[config.mk]
export PLATFORM = sky130hd
export DESIGN_NAME = booth_digit_sequencer
export DESIGN_NICKNAME = d
export VERILOG_FILES = /design/src/rtl/booth_digit_sequencer.sv
export SDC_FILE = /design/constraint.sdc
export NUM_CORES = 1
export LEC_CHECK = 0
export ABC_AREA = 1
export BUFFER_PORTS_ARGS = -buffer_cell sky130_fd_sc_hd__clkbuf_2
export CAP_MARGIN = 20
export CORE_AREA = 10 10 60 87
export CTS_BUF_LIST = sky130_fd_sc_hd__clkbuf_8
export DETAILED_ROUTE_END_ITERATION = 7
export DIE_AREA = 0 0 70 97
export PLACE_DENSITY = 0.8
export SETUP_SLACK_MARGIN = 0.4
export SLEW_MARGIN = 20
export SYNTH_ARGS = -nofsm -noshare
export SYNTH_HDL_FRONTEND = slang
export SYNTH_SLANG_ARGS = --single-unit
export TNS_END_PERCENT = 1
[constraint.sdc]
create_clock -name clk -period 2.1 [get_ports clk]
set_clock_uncertainty 0.2 [all_clocks]
set_input_delay 0.315 -clock clk [delete_from_list [all_inputs] [get_ports clk]]
set_output_delay 0.315 -clock clk [all_outputs]
set_load 0.01 [all_outputs]
[src/rtl/booth_digit_sequencer.sv]
// booth_digit_sequencer
// Radix-4 Booth recoder that streams a latched multiplier as 4-lane
// Double/Negate/Single beats (lowest digits first). The multiplicand rides
// alongside every beat so the downstream word slice can form its partial
// products directly. All beat outputs are registers.
module booth_digit_sequencer #(
   parameter int XW = 16,
   parameter int YW = 8
) (
   input  logic                                   clk,
   input  logic                                   reset_n,
   input  logic                                   in_valid,
   output logic                                   in_ready,
   input  logic [XW-1:0]                          X,
   input  logic [YW-1:0]                          Y,
   output logic                                   out_valid,
   input  logic                                   out_ready,
   output logic [3:0]                             Double,
   output logic [3:0]                             Negate,
   output logic [3:0]                             Single,
   output logic [YW-1:0]                          Yout,
   output logic [((XW/8) > 1 ? $clog2(XW/8) : 1)-1:0] beat,
   output logic                                   out_last
);

   localparam int NBEAT = XW / 8;
   localparam int BW    = (NBEAT > 1) ? $clog2(NBEAT) : 1;
   localparam logic [BW-1:0] LAST_BEAT = BW'(NBEAT - 1);

   typedef enum logic {
      S_IDLE,
      S_BUSY
   } state_t;

   state_t          r_state;
   logic [XW-1:0]   r_x;
   logic [YW-1:0]   r_y;
   logic [BW-1:0]   r_beat;
   logic            r_out_valid;
   logic            r_out_last;
   logic [3:0]      r_double;
   logic [3:0]      r_negate;
   logic [3:0]      r_single;

   logic            w_accept;
   logic [XW:0]     w_src;
   logic [BW-1:0]   w_next_beat;
   logic [8:0]      w_slice;
   logic            w_next_last;
   logic [3:0]      w_double;
   logic [3:0]      w_negate;
   logic [3:0]      w_single;

   // A new operand is taken when idle, or on the final handshake of the
   // current operand so back-to-back operands stream without a bubble.
   assign in_ready = (r_state == S_IDLE) |
                     ((r_state == S_BUSY) & r_out_valid & out_ready & r_out_last);
   assign w_accept = in_valid & in_ready;

   // Select the 9-bit window for the beat about to be loaded: either beat 0
   // of the incoming operand, or the next beat of the latched one. The
   // window's LSB is the boundary bit X[8k-1] (implicit 0 below bit 0).
   always_comb begin
      w_src       = w_accept ? {X, 1'b0} : {r_x, 1'b0};
      w_next_beat = w_accept ? '0 : (r_beat + BW'(1));
      w_slice     = w_src[8*int'(w_next_beat) +: 9];
      w_next_last = (w_next_beat == LAST_BEAT);
   end

   // One Booth encoder per lane; triplet for lane gi is w_slice[2gi+2:2gi].
   // Triplet 111 deliberately yields Negate=1 with zero magnitude.
   genvar gi;
   generate
      for (gi = 0; gi < 4; gi++) begin : g_lane
         assign w_negate[gi] = w_slice[2*gi+2];
         assign w_single[gi] = w_slice[2*gi+1] ^ w_slice[2*gi];
         assign w_double[gi] = ( w_slice[2*gi+2] & ~w_slice[2*gi+1] & ~w_slice[2*gi]) |
                               (~w_slice[2*gi+2] &  w_slice[2*gi+1] &  w_slice[2*gi]);
      end
   endgenerate

   // Sequencer FSM with registered beat outputs; all outputs hold while stalled.
   always_ff @(posedge clk or negedge reset_n) begin
      if (!reset_n) begin
         r_state     <= S_IDLE;
         r_x         <= '0;
         r_y         <= '0;
         r_beat      <= '0;
         r_out_valid <= 1'b0;
         r_out_last  <= 1'b0;
         r_double    <= '0;
         r_negate    <= '0;
         r_single    <= '0;
      end else begin
         case (r_state)
            S_IDLE: begin
               if (in_valid) begin
                  r_state     <= S_BUSY;
                  r_x         <= X;
                  r_y         <= Y;
                  r_beat      <= w_next_beat;
                  r_out_valid <= 1'b1;
                  r_out_last  <= w_next_last;
                  r_double    <= w_double;
                  r_negate    <= w_negate;
                  r_single    <= w_single;
               end
            end
            S_BUSY: begin
               if (out_ready) begin
                  if (!r_out_last || in_valid) begin
                     // Advance within the operand, or chain straight into the next one.
                     if (w_accept) begin
                        r_x <= X;
                        r_y <= Y;
                     end
                     r_beat      <= w_next_beat;
                     r_out_last  <= w_next_last;
                     r_double    <= w_double;
                     r_negate    <= w_negate;
                     r_single    <= w_single;
                  end else begin
                     r_state     <= S_IDLE;
                     r_beat      <= '0;
                     r_out_valid <= 1'b0;
                     r_out_last  <= 1'b0;
                     r_double    <= '0;
                     r_negate    <= '0;
                     r_single    <= '0;
                  end
               end
            end
            default: begin
               r_state     <= S_IDLE;
               r_out_valid <= 1'b0;
            end
         endcase
      end
   end

   assign out_valid = r_out_valid;
   assign out_last  = r_out_last;
   assign beat      = r_beat;
   assign Yout      = r_y;
   assign Double    = r_double;
   assign Negate    = r_negate;
   assign Single    = r_single;

endmodule

# Word-level counts from Yosys, hierarchy flattened
# Cells that the tools add are included.
[word_totals] output_inout_bits=24 in_bits=28 ff_bits=39
[classes] mux=36 addsub=1 eq_ne=5 n_bitwise=39 shift=1 n_reduce_logical=5
[op_table] op="$mux 16" n=4
[op_table] op="$mux 4" n=9
[op_table] op="$mux 8" n=4
[op_table] op="$pmux 16 s2" n=1
[op_table] op="$pmux 4 s2" n=3
[op_table] op="$and 1x1->1" n=20
[op_table] op="$mux 17" n=1
[op_table] op="$shiftx 17x5->9" n=1
[op_table] op="$pmux 8 s2" n=1
[op_table] op="$mux 1" n=10
[op_table] op="$not 1->1" n=10
[op_table] op="$ne 2x2->1 const B" n=3
[op_table] op="$pmux 1 s2" n=3
[op_table] op="$or 1x1->1" n=5
[op_table] op="$ne 2x1->1 const B" n=2
[op_table] op="$reduce_and 4->1" n=1
[op_table] op="$xor 1x1->1" n=4
[op_table] op="$reduce_and 3->1" n=1
[op_table] op="$reduce_and 2->1" n=1
[op_table] op="$add 1x1->1 const B" n=1
[op_table] op="$logic_not 1->1" n=1
[op_table] op="$logic_or 1x1->1" n=1

# Depth between registers and ports, before layout
# Gate-level depths: netlist of run 1.
[depth] ltp_word=14 depth_mapped=11

# Least setup slack after synthesis of run 1
# No wires, ideal clock.
[synth_path] path_kind="register to register" from="register r_out_last, in the netlist out_last" to="register r_double[3], in the netlist Double[3]" arrival_ps=1311 synth_period_minus_slack_ps=1627 setup_ps=116 path_buffers=1 path_stages_with_launch=12 slack_ps=473 cell_sequence="dfrtp_1 -> nand2_1 -> nand2_1 -> nand3_1 -> buf_4 -> nand2_1 -> nand3_1 -> nand2_1 -> nand2_1 -> nand2_1 -> nand2_1 -> nand2_1"
[synth_between] elab_chain_len=12
[synth_rtl] item="start, declared" line_no="40" source="logic r_out_last;"
[synth_rtl] item="start signal, assigned" line_no="103" source="r_out_last <= w_next_last;"
[synth_rtl] item="start signal, assigned" line_no="118" source="r_out_last <= w_next_last;"
[synth_rtl] item="$and 1x1->1" line_no="57" source="((r_state == S_BUSY) & r_out_valid & out_ready & r_out_last);"
[synth_rtl] item="$or 1x1->1" line_no="56" source="assign in_ready = (r_state == S_IDLE) |"
[synth_rtl] item="$and 1x1->1" line_no="58" source="assign w_accept = in_valid & in_ready;"
[synth_rtl] item="$mux 17 or $mux 1 (tied branches)" line_no="64, 65"
[synth_rtl] item="$shiftx 17x5->9" line_no="66" source="w_slice = w_src[8*int'(w_next_beat) +: 9];"
[synth_rtl] item="$not 1->1, on equally long branches" line_no="77, 78"
[synth_rtl] item="$and 1x1->1, on equally long branches (2 in a row)" line_no="77, 78"
[synth_rtl] item="$or 1x1->1" line_no="77" source="assign w_double[gi] = ( w_slice[2*gi+2] & ~w_slice[2*gi+1] & ~w_slice[2*gi]) |"
[synth_rtl] item="$mux 4" line_no="111" source="if (!r_out_last || in_valid) begin"
[synth_rtl] item="$mux 4" line_no="110" source="if (out_ready) begin"
[synth_rtl] item="$pmux 4 s2 (*)" line_no="95" source="case (r_state)"
[synth_rtl] item="end signal, assigned" line_no="104" source="r_double <= w_double;"
[synth_rtl] item="end signal, assigned" line_no="119" source="r_double <= w_double;"
[synth_rtl] item="end, declared" line_no="41" source="logic [3:0] r_double;"
# Mark *: on every way between the ends. The rest lies on a longest branch, timed or not. The select of a mux whose other input is x is not followed.
# A chain may end at the register's enable or synchronous reset.

# Worst setup path in the final report of run 1
[layout_path] from="register r_state" to="output port in_ready"
[layout_between] elab_chain_len=4
[layout_rtl] item="start, declared" line_no="35" source="state_t r_state;"
[layout_rtl] item="start signal, assigned" line_no="85" source="r_state <= S_IDLE;"
[layout_rtl] item="start signal, assigned" line_no="98" source="r_state <= S_BUSY;"
[layout_rtl] item="start signal, assigned" line_no="123" source="r_state <= S_IDLE;"
[layout_rtl] item="$and 1x1->1 (3 in a row)" line_no="57"
[layout_rtl] item="$or 1x1->1 (*)" line_no="56"
[layout_rtl] item="end, declared" line_no="13" source="output logic in_ready,"
# Mark *: on every way between the ends. The rest lies on a longest branch, timed or not.

==> metrics.txt, run 1 <==
Switch Pwr=1.64 mW; post-synthesis cell area=1940 um^2; Worst Hold Class=input port to register; hold path start=Y[0]; Critical Path RT=1.58 ns; initial antenna violation count=0; initial drt markers=95; Lkg Pwr=1.44 nW; Vias=1883; status=completed; Layout Utilization=67.8%; setup violators final=0; CTS max path bufs=2; Synth area leaders=dfrtp_1 50%, nand2_1 26%, nand3_1 4.1%; placed inst area=2240 um^2; worst reg2reg path depth=8; nets=355; Max Cap Violations=0; Slew HR=67.6%; drt first pass iters=4; Fmax achieved=0.578 GHz; fin. max-slew vios=0; layout cells sized above 1=28.7%; setup tns final=0 ns; Std-Cell Rows=27; most frequent cell after synthesis=nand2_1; Total GRT Usage=14.8%; final hold vios=0; measured slew at the worst slew-check pin=0.485 ns; fraction of registers with async set/reset=100%; Crit. Startpoint=r_state$_DFF_PN0_; Tcrit/Tclk final=82.3%; Clock transition at path regs=0.07 ns; number of port buffers=51; most area-hungry cell type in the Yosys netlist=dfrtp_1; worst vdd ir=0.000875 V; worst hold slack=0.00248 ns; Final Critical Period=1.73 ns; synthesized netlist net count=290; Vias per Instance=5.08; # clock sinks=39; commonest cells in the synthesized netlist=136 x nand2_1, 39 x dfrtp_1, 21 x inv_1; Worst Path Buf+Inv=3; global-route wire length before repair=8480 um; #FFs+latches synth=39; Synth cell types=23; die width=70 um; Top delay family on crit path=flip-flops; Crit path depth=5; Yosys top cell area share=50.4%; Worst R2R End=Double[3]$_DFFE_PN0P_; synthesized area per cell=7.40 um^2; total global routing overflow=0; CP Capture Type=primary output; vias in the first global route=1910; switch share=43.8%; DRC=0; final worst slack=0.371 ns; Die Ht=97 um; Synth Flop Type=dfrtp_1; RSZ-0062 raised after global routing=yes; register share of total power=34.2%; Worst EP arrival=1.21 ns; Core Area=3650 um^2; P&R area growth vs syn=27.6%; power share of the clock group=14.7%; Num CTS Buffers=5; Post-synth EDFFs=0; crit path max fanout=6; DRT antenna net count=0; max incr delay on CP=0.44 ns; htree depth=2; Design Area, Final=2470 um^2; power per cell area=1510 nW/um^2; P_int=2.10 mW; Placer Congestion=0.901; Slowest-stage cell, CP=dfrtp_2; io pins=52; Place WS=0.283 ns; CP cell instances=nand2_2 > buf_6 > nand2_1 > inv_1 > clkbuf_2; Total Power=3.74 mW; R2R Path Start=out_last$_DFFE_PN0P_; crit path kind=register to primary output; antenna cells=0; Skew-Pair Late Insertion Delay=0.30 ns; total wire length=5210 um; die footprint=6790 um^2; Syn Inst Count=262; DP Cell Count=352; r2r setup slk=0.40 ns; YS warnings=0; dpl hpwl=3690 um; sequential element share of the synthesized area=50.4%; CTS tree=done; Final Non-Filler Cells=371; Worst Setup Start Kind=register; Root Buffer=clkbuf_8; Initial Utilization=53.1%; combinational fraction of design power=51.1%; largest net degree at the start of global routing=40; WL/cell=14.0 um; Setup crit end=in_ready
==> worst reg2reg max path, cell delays in order (launching register included) <==
cell and delay (ns):
dfrtp_1 0.40, inv_1 0.27, nand2_8 0.14, buf_4 0.17, o21ai_0 0.23, nand2_1 0.08, nand2_1 0.06, nand2_1 0.05
nand2_1 0.05
==> cells in the final DEF, fill, tap and decap left out <==
cell / n
a21oi_1: 1
and2_1: 1
buf_2: 2
buf_4: 12
buf_6: 3
clkbuf_2: 51
clkbuf_8: 7
dfrtp_1: 38
dfrtp_2: 1
dlygate4sd3_1: 1
inv_1: 20
inv_2: 3
inv_4: 2
nand2_1: 128
nand2_2: 9
nand2_8: 1
nand3_1: 15
nand3_4: 1
nand3b_1: 1
nand4_1: 12
nor2_1: 1
nor2_4: 1
nor3_1: 1
o21ai_0: 12
o21ai_1: 3
or2_4: 1
==> what timing repair did <==
action	4_1_cts	5_1_grt
cloned	0	3
hold buffers	1	0
pin swaps	1	5
buffers inserted	3	4
gates resized for setup	9	11
hold endpoints to repair	39	0
setup endpoints to repair	9	15
==> power by group through the flow <==
stage,Sequential [mW],Clock (mW),Combinational [mW]
2_1_floorplan,1.35,0,1.12
3_3_place_gp,1.26,0,1.69
3_5_place_dp,1.28,0,1.72
4_1_cts,1.27,0.558,1.81
5_1_grt,1.32,0.584,2.18
6_report,1.28,0.552,1.91
==> state kept, by name, indices dropped and copies added (netlist names) <==
signal,count
Double,4
Single,4
Negate,4
r_x,16
r_state,1
Yout,8
out_last,1
out_valid,1
==> area by class of cell <==
class	count	area [um^2]
Timing Repair Buffer	69	399
Tap cell	43	53.8
Clock buffer	7	96.3
Multi-Input combinational cell	188	847
Sequential cell	39	977
Fill cell	337	1180
Inverter	24	95.1
Clock inverter	1	3.75
==> worst min path at each step <==
stage	end	slack [ns]	cells after the start
after floorplan	Double[0]$_DFFE_PN0P_	-0.18	0
after global placement	r_x[2]$_DFFE_PN0P_	0.19	2
after detailed placement	r_x[2]$_DFFE_PN0P_	0.20	2
after CTS	Yout[0]$_DFFE_PN0P_	0.004	3
after global routing	Yout[4]$_DFFE_PN0P_	0.007	3
final	Yout[0]$_DFFE_PN0P_	0.002	3
==> routing by layer <==
metal	vias to the layer above	GRT usage (%)	part of all wire (%)
li1	945	-	-
met1	863	15.6	40
met2	62	25.2	51
met3	13	5.00	6.4
met4	0	7.73	2.9
met5	-	0	0
==> kinds of logic after synthesis <==
group	Yosys count	synth area share (%)
buffers and inverters	35	8.07
DFF	39	50.4
AOI/OAI and AO/OA	16	4.13
and+or+nand+nor	172	37.4
No activity file was read; power rests on OpenSTA's default activity.
==> inputs of run 2 (changes only) <==
CORE_AREA = 10 10 63 91   (was 10 10 60 87)
DIE_AREA = 0 0 73 101   (was 0 0 70 97)
PLACE_DENSITY = 0.75   (was 0.8)
clock period = 1.4 ns   (was 2.1 ns; I/O delays follow)
==> metrics.txt, run 2 (same netlist as run 1, synthesis figures left out) <==
status=finished with violations; failing checks=negative hold slack, negative setup slack; Skew-Pair Late Insertion Delay=0.30 ns (about the same); fin. max-slew vios=0 (unchanged); power share of the clock group=16.2% (+1.5 points); global-route wire length before repair=10100 um (+20%); vias in the first global route=2140 (+12%); max reg flops=16 (unchanged); layout cells sized above 1=40.3% (+12 points); largest net degree at the start of global routing=40 (unchanged); die footprint=7370 um^2 (+8.6%); combinational fraction of design power=55.7% (+4.6 points); drt first pass iters=4 (unchanged); final worst slack=-0.278 ns (-0.649 ns); # clock sinks=39 (unchanged); number of port buffers=51 (unchanged); io pins=52 (unchanged); crit path max fanout=7 (+1); Critical Path RT=1.39 ns (-0.19 ns); worst vdd ir=0.00185 V (+110%); most frequent cells in the layout=108 x nand2_1, 38 x dfrtp_1, 29 x clkbuf_2; DRT antenna net count=0 (unchanged); Worst EP arrival=1.67 ns (+0.46 ns); CTS max path bufs=2 (unchanged); Reg with most FFs=r_x; total global routing overflow=0 (unchanged); Slew HR=85.6% (+18 points); total wire length=5980 um (+15%); Placer Congestion=0.891 (-1.1%); Lkg Pwr=1.68 nW (+17%); die width=73 um (+4.3%); Num CTS Buffers=5 (unchanged); WL/cell=14.7 um (+4.9%); Root Buffer=clkbuf_8; antenna cells=0 (unchanged); Worst Setup Start Kind=register; commonest non-fill, non-tap cell in the layout=nand2_1; RSZ-0062 raised after global routing=yes; P_int=4.00 mW (+90%); Fill cells=306 (-9.2%); Max Cap Violations=0 (unchanged); htree depth=2 (unchanged); crit path kind=register to register; Vias=2065 (+9.7%); Clock transition at path regs=0.08 ns (about the same); initial antenna violation count=0 (unchanged); Fmax achieved=0.596 GHz; Vias per Instance=5.09 (+0.21%); Total Power=6.89 mW (+84%); setup violators final=35 (+35); Initial Utilization=46.9% (-6.3 points); measured slew at the worst slew-check pin=0.214 ns (-0.271 ns); initial drt markers=127 (+34%); Tcrit/Tclk final=120%; Std-Cell Rows=29 (+7.4%); Switch Pwr=2.89 mW (+76%); CTS tree=done; register share of total power=28.0% (-6.2 points); switch share=41.9% (-1.9 points); DRC=0 (unchanged); nets=387 (+9.0%); Die Ht=101 um (+4.1%); Final Critical Period=1.68 ns; Core Area=4140 um^2 (+13%); dpl hpwl=3890 um (+5.4%); Place WS=-0.329 ns (-0.612 ns); power per cell area=2260 nW/um^2 (+49%); Total GRT Usage=17.0% (+2.2 points); final hold vios=2 (+2); Worst Hold Class=input port to register; worst hold slack=-0.0566 ns (-0.0591 ns); P&R area growth vs syn=57.7%; CP Capture Type=register
[run 2: per-stage QoR]
stage          utilization [%]  std cells  instance area [um^2]  hold WS, ns  TNS [ns]
2_1_floorplan                -        262                  1970       -0.286     -2.15
3_3_place_gp              57.9        369                  2390      0.00143     -3.44
3_5_place_dp              57.9        369                  2390     -0.00278     -4.16
4_1_cts                   71.6        403                  2960      -0.0564     -4.83
5_1_grt                   73.9        406                  3060      -0.0434     -8.26
6_report                  73.9        406                  3060      -0.0566     -5.73
[run 2: power by group through the flow]
stage | Clock [mW] | Combinational [mW] | Sequential (mW)
global placement | 0 | 2.84 | 1.90
floorplan | 0 | 1.75 | 2.03
global route | 1.16 | 4.27 | 1.99
finish | 1.12 | 3.84 | 1.93
CTS | 1.13 | 3.57 | 1.92
detailed placement | 0 | 2.88 | 1.93
[run 2: path summary, 6_finish.rpt]
path / depth (start not counted) / from / endpoint / slack, ns
worst max-delay path: 10 / out_last$_DFFE_PN0P_ / Single[2]$_DFFE_PN0P_ / -0.28
worst min-delay path: 3 / X[8] / r_x[8]$_DFFE_PN0P_ / -0.06
worst max register to register: 10 / out_last$_DFFE_PN0P_ / Single[2]$_DFFE_PN0P_ / -0.28
worst min register to register: 2 / Double[0]$_DFFE_PN0P_ / Double[0]$_DFFE_PN0P_ / 0.27
max in group asynchronous: 3 / reset_n / r_state$_DFF_PN0_ / 0.59
min in group asynchronous: 3 / reset_n / r_x[2]$_DFFE_PN0P_ / 0.21
[run 2: cell type report]
cell class                 instances  area (um^2)  share of cell area (%)
tap                               46         57.6                    1.88
multi-input combinational        189          993                    32.5
timing repair buffer             100          783                    25.6
clock inverter                     3         67.6                    2.21
sequential                        39          977                    32.0
inverter                          24          108                    3.52
clock buffer                       5         68.8                    2.25
[run 2: what timing repair did]
item                                    in CTS  in global routing
hold buffers                                16                  1
pin swaps                                   29                 12
cloned                                       2                  0
gates resized for setup                     57                 43
endpoints found under the setup margin      63                 63
setup buffers                                8                  2
hold endpoints to repair                    57                  3
[run 2: critical path, stage by stage (launching register included)]
cell     delay, ns
dfrtp_1       0.41
nand2_2       0.08
nand2_4       0.11
buf_12        0.12
nand4_1       0.16
nand3_2       0.16
nand2_4       0.08
nand2_2       0.09
nand2_1       0.06
nand2_1       0.06
nand2_1       0.05
[run 2: layer usage]
metal / track usage, % / part of all wire (%)
met2: 30.4 / 55
met3: 5.23 / 6.8
met1: 18.2 / 36
met5: 0 / 0
met4: 5.43 / 2.0
==> inputs of run 3 (changes only) <==
PLACE_DENSITY = default   (was 0.75)
PLACE_DENSITY_LB_ADDON = 0.1   (was default)
SETUP_SLACK_MARGIN = default   (was 0.4)
==> metrics.txt, run 3 (same netlist as run 1, synthesis figures left out) <==
Placer Congestion=0.865 (-2.9%); Initial Utilization=46.9% (unchanged); Max Cap Violations=0 (unchanged); failing checks=negative setup slack; Worst EP arrival=1.67 ns (about the same); crit path max fanout=7 (unchanged); measured slew at the worst slew-check pin=0.207 ns (-0.00768 ns); Final Non-Filler Cells=400 (-1.5%); total wire length=5560 um (-7.1%); Die Ht=101 um (unchanged); fin. max-slew vios=0 (unchanged); htree depth=2 (unchanged); Fmax achieved=0.595 GHz (-0.20%); layout cells sized above 1=33.1% (-7.2 points); nets=381 (-1.6%); setup tns final=-3.84 ns (+1.89 ns); Num CTS Buffers=5 (unchanged); max reg flops=16 (unchanged); final worst slack=-0.281 ns (-0.00331 ns); worst vdd ir=0.00146 V (-21%); dpl hpwl=3860 um (-1.0%); Vias=1971 (-4.6%); Slew HR=86.1% (+0.52 points); Design Area, Final=2840 um^2 (-7.2%); io pins=52 (unchanged); initial antenna violation count=0 (unchanged); r2r setup slk=-0.28 ns (about the same); number of port buffers=51 (unchanged); global-route wire length before repair=9450 um (-6.7%); CTS max path bufs=2 (unchanged); largest net degree at the start of global routing=40 (unchanged); Tcrit/Tclk final=120% (+0.24 points); total global routing overflow=0 (unchanged); Crit. Startpoint=r_state$_DFF_PN0_; antenna cells=0 (unchanged); Hold Path Depth=3 (unchanged); status=finished with violations; Final Critical Period=1.68 ns (+0.00331 ns); Total GRT Usage=15.8% (-1.2 points); worst reg2reg path depth=7 (-3); Fill cells=357 (+17%); DP Cell Count=370 (+0.27%); Skew-Pair Late Insertion Delay=0.30 ns (about the same); Root Buffer=clkbuf_8; commonest non-fill, non-tap cell in the layout=nand2_1; final hold vios=0 (-2); CP cell instances=or2_4 > nand2_8 > nand3_1 > nand2_1 > nand3_1 > nand3b_1 > nand2_1; most frequent cells in the layout=117 x nand2_1, 51 x clkbuf_2, 38 x dfrtp_1; die width=73 um (unchanged); # clock sinks=39 (unchanged); register area=977 um^2 (unchanged); power per cell area=2150 nW/um^2 (-4.7%); WL/cell=13.9 um (-5.7%); Place WS=-0.301 ns (+0.0281 ns); Worst Setup Start Kind=register; Clock transition at path regs=0.08 ns (about the same); CTS tree=done; setup violators final=24 (-31%); RSZ-0062 raised after global routing=yes; Vias per Instance=4.93 (-3.1%); Std-Cell Rows=29 (unchanged); Worst R2R End=Double[0]$_DFFE_PN0P_; max incr delay on CP=0.45 ns (+0.04 ns); DRT antenna net count=0 (unchanged); Lkg Pwr=1.58 nW (-6.0%); vias in the first global route=2078 (-2.9%); Worst Hold Class=input port to register; Core Area=4140 um^2 (unchanged); CP Capture Type=register; Reg with most FFs=r_x; crit path kind=register to register; die footprint=7370 um^2 (unchanged); R2R Path Start=r_state$_DFF_PN0_; Slowest-stage cell, CP=dfrtp_2; Hold EP=r_x[1]$_DFFE_PN0P_; multi-input logic area=925 um^2 (-6.9%); P&R area growth vs syn=46.3%; DRC=0 (unchanged); worst hold slack=0.00204 ns (+0.0586 ns); Critical Path RT=1.39 ns (about the same); drt first pass iters=4 (unchanged); initial drt markers=90 (-29%); placed inst area=2410 um^2 (+0.84%); hold path start=X[1]
run 3: cell types whose count changed in the layout (fill, tap and decap cells not counted), moves of 2 or more:
cell           delta
o21ai_0           +6
o21ai_1           -4
dlygate4sd3_1     +2
nand3_1           +8
buf_2            -20
bufinv_16         -2
buf_6             -8
buf_8             -2
clkbuf_2         +22
nand2_2           -8
nand2_1           +9
nand3_2           -7
o21ai_2           -2
run 3: worst max path at each step:
stage / to / slack (ns)
after global routing: Double[3]$_DFFE_PN0P_ / -0.35
final: Double[0]$_DFFE_PN0P_ / -0.28
after floorplan: Double[3]$_DFFE_PN0P_ / -0.13
after detailed placement: Double[3]$_DFFE_PN0P_ / -0.30
after CTS: Single[2]$_DFFE_PN0P_ / -0.26
after global placement: Double[3]$_DFFE_PN0P_ / -0.27
run 3: what timing repair did:
action                     CTS  global route
gates resized for setup     15            21
buffers inserted             1             0
pin swaps                    2             9
setup endpoints to repair   30            33
hold endpoints to repair    58             0
hold buffers                19             0
cloned                       2             0
run 3: stage by stage:
stage	power, mW	util (%)
2_1_floorplan	3.78	-
3_3_place_gp	4.81	58.4
3_5_place_dp	4.86	58.4
4_1_cts	5.96	67.2
5_1_grt	6.63	68.5
6_report	6.09	68.5
run 3: area by class of cell:
cell class | instances | area share, %
clock buffer | 7 | 3.40
clock inverter | 1 | 0.265
multi-input combinational | 190 | 32.6
sequential | 39 | 34.5
inverter | 24 | 3.53
tap | 46 | 2.03
timing repair buffer | 93 | 23.7
run 3: routing by layer:
metal | wire length (um) | part of all wire (%) | track usage, %
met5 | 0 | 0 | 0
met4 | 149 | 2.7 | 7.33
met3 | 433 | 7.8 | 6.02
met2 | 2770 | 50 | 26.0
met1 | 2200 | 40 | 17.3
run 3: worst max-delay path, delay by kind of cell (launching register included):
family | cells | cell delay (ns)
flip-flops | 1 | 0.45
AND/OR/NAND/NOR | 7 | 0.93
run 3: report_power, final:
group          internal (mW)  total, mW  switching [mW]  leakage [nW]
clock network          0.448      0.865           0.417        0.0505
logic                   1.34       3.30            1.97          1.05
registers               1.64       1.93           0.286         0.482
total                   3.42       6.09            2.67          1.58
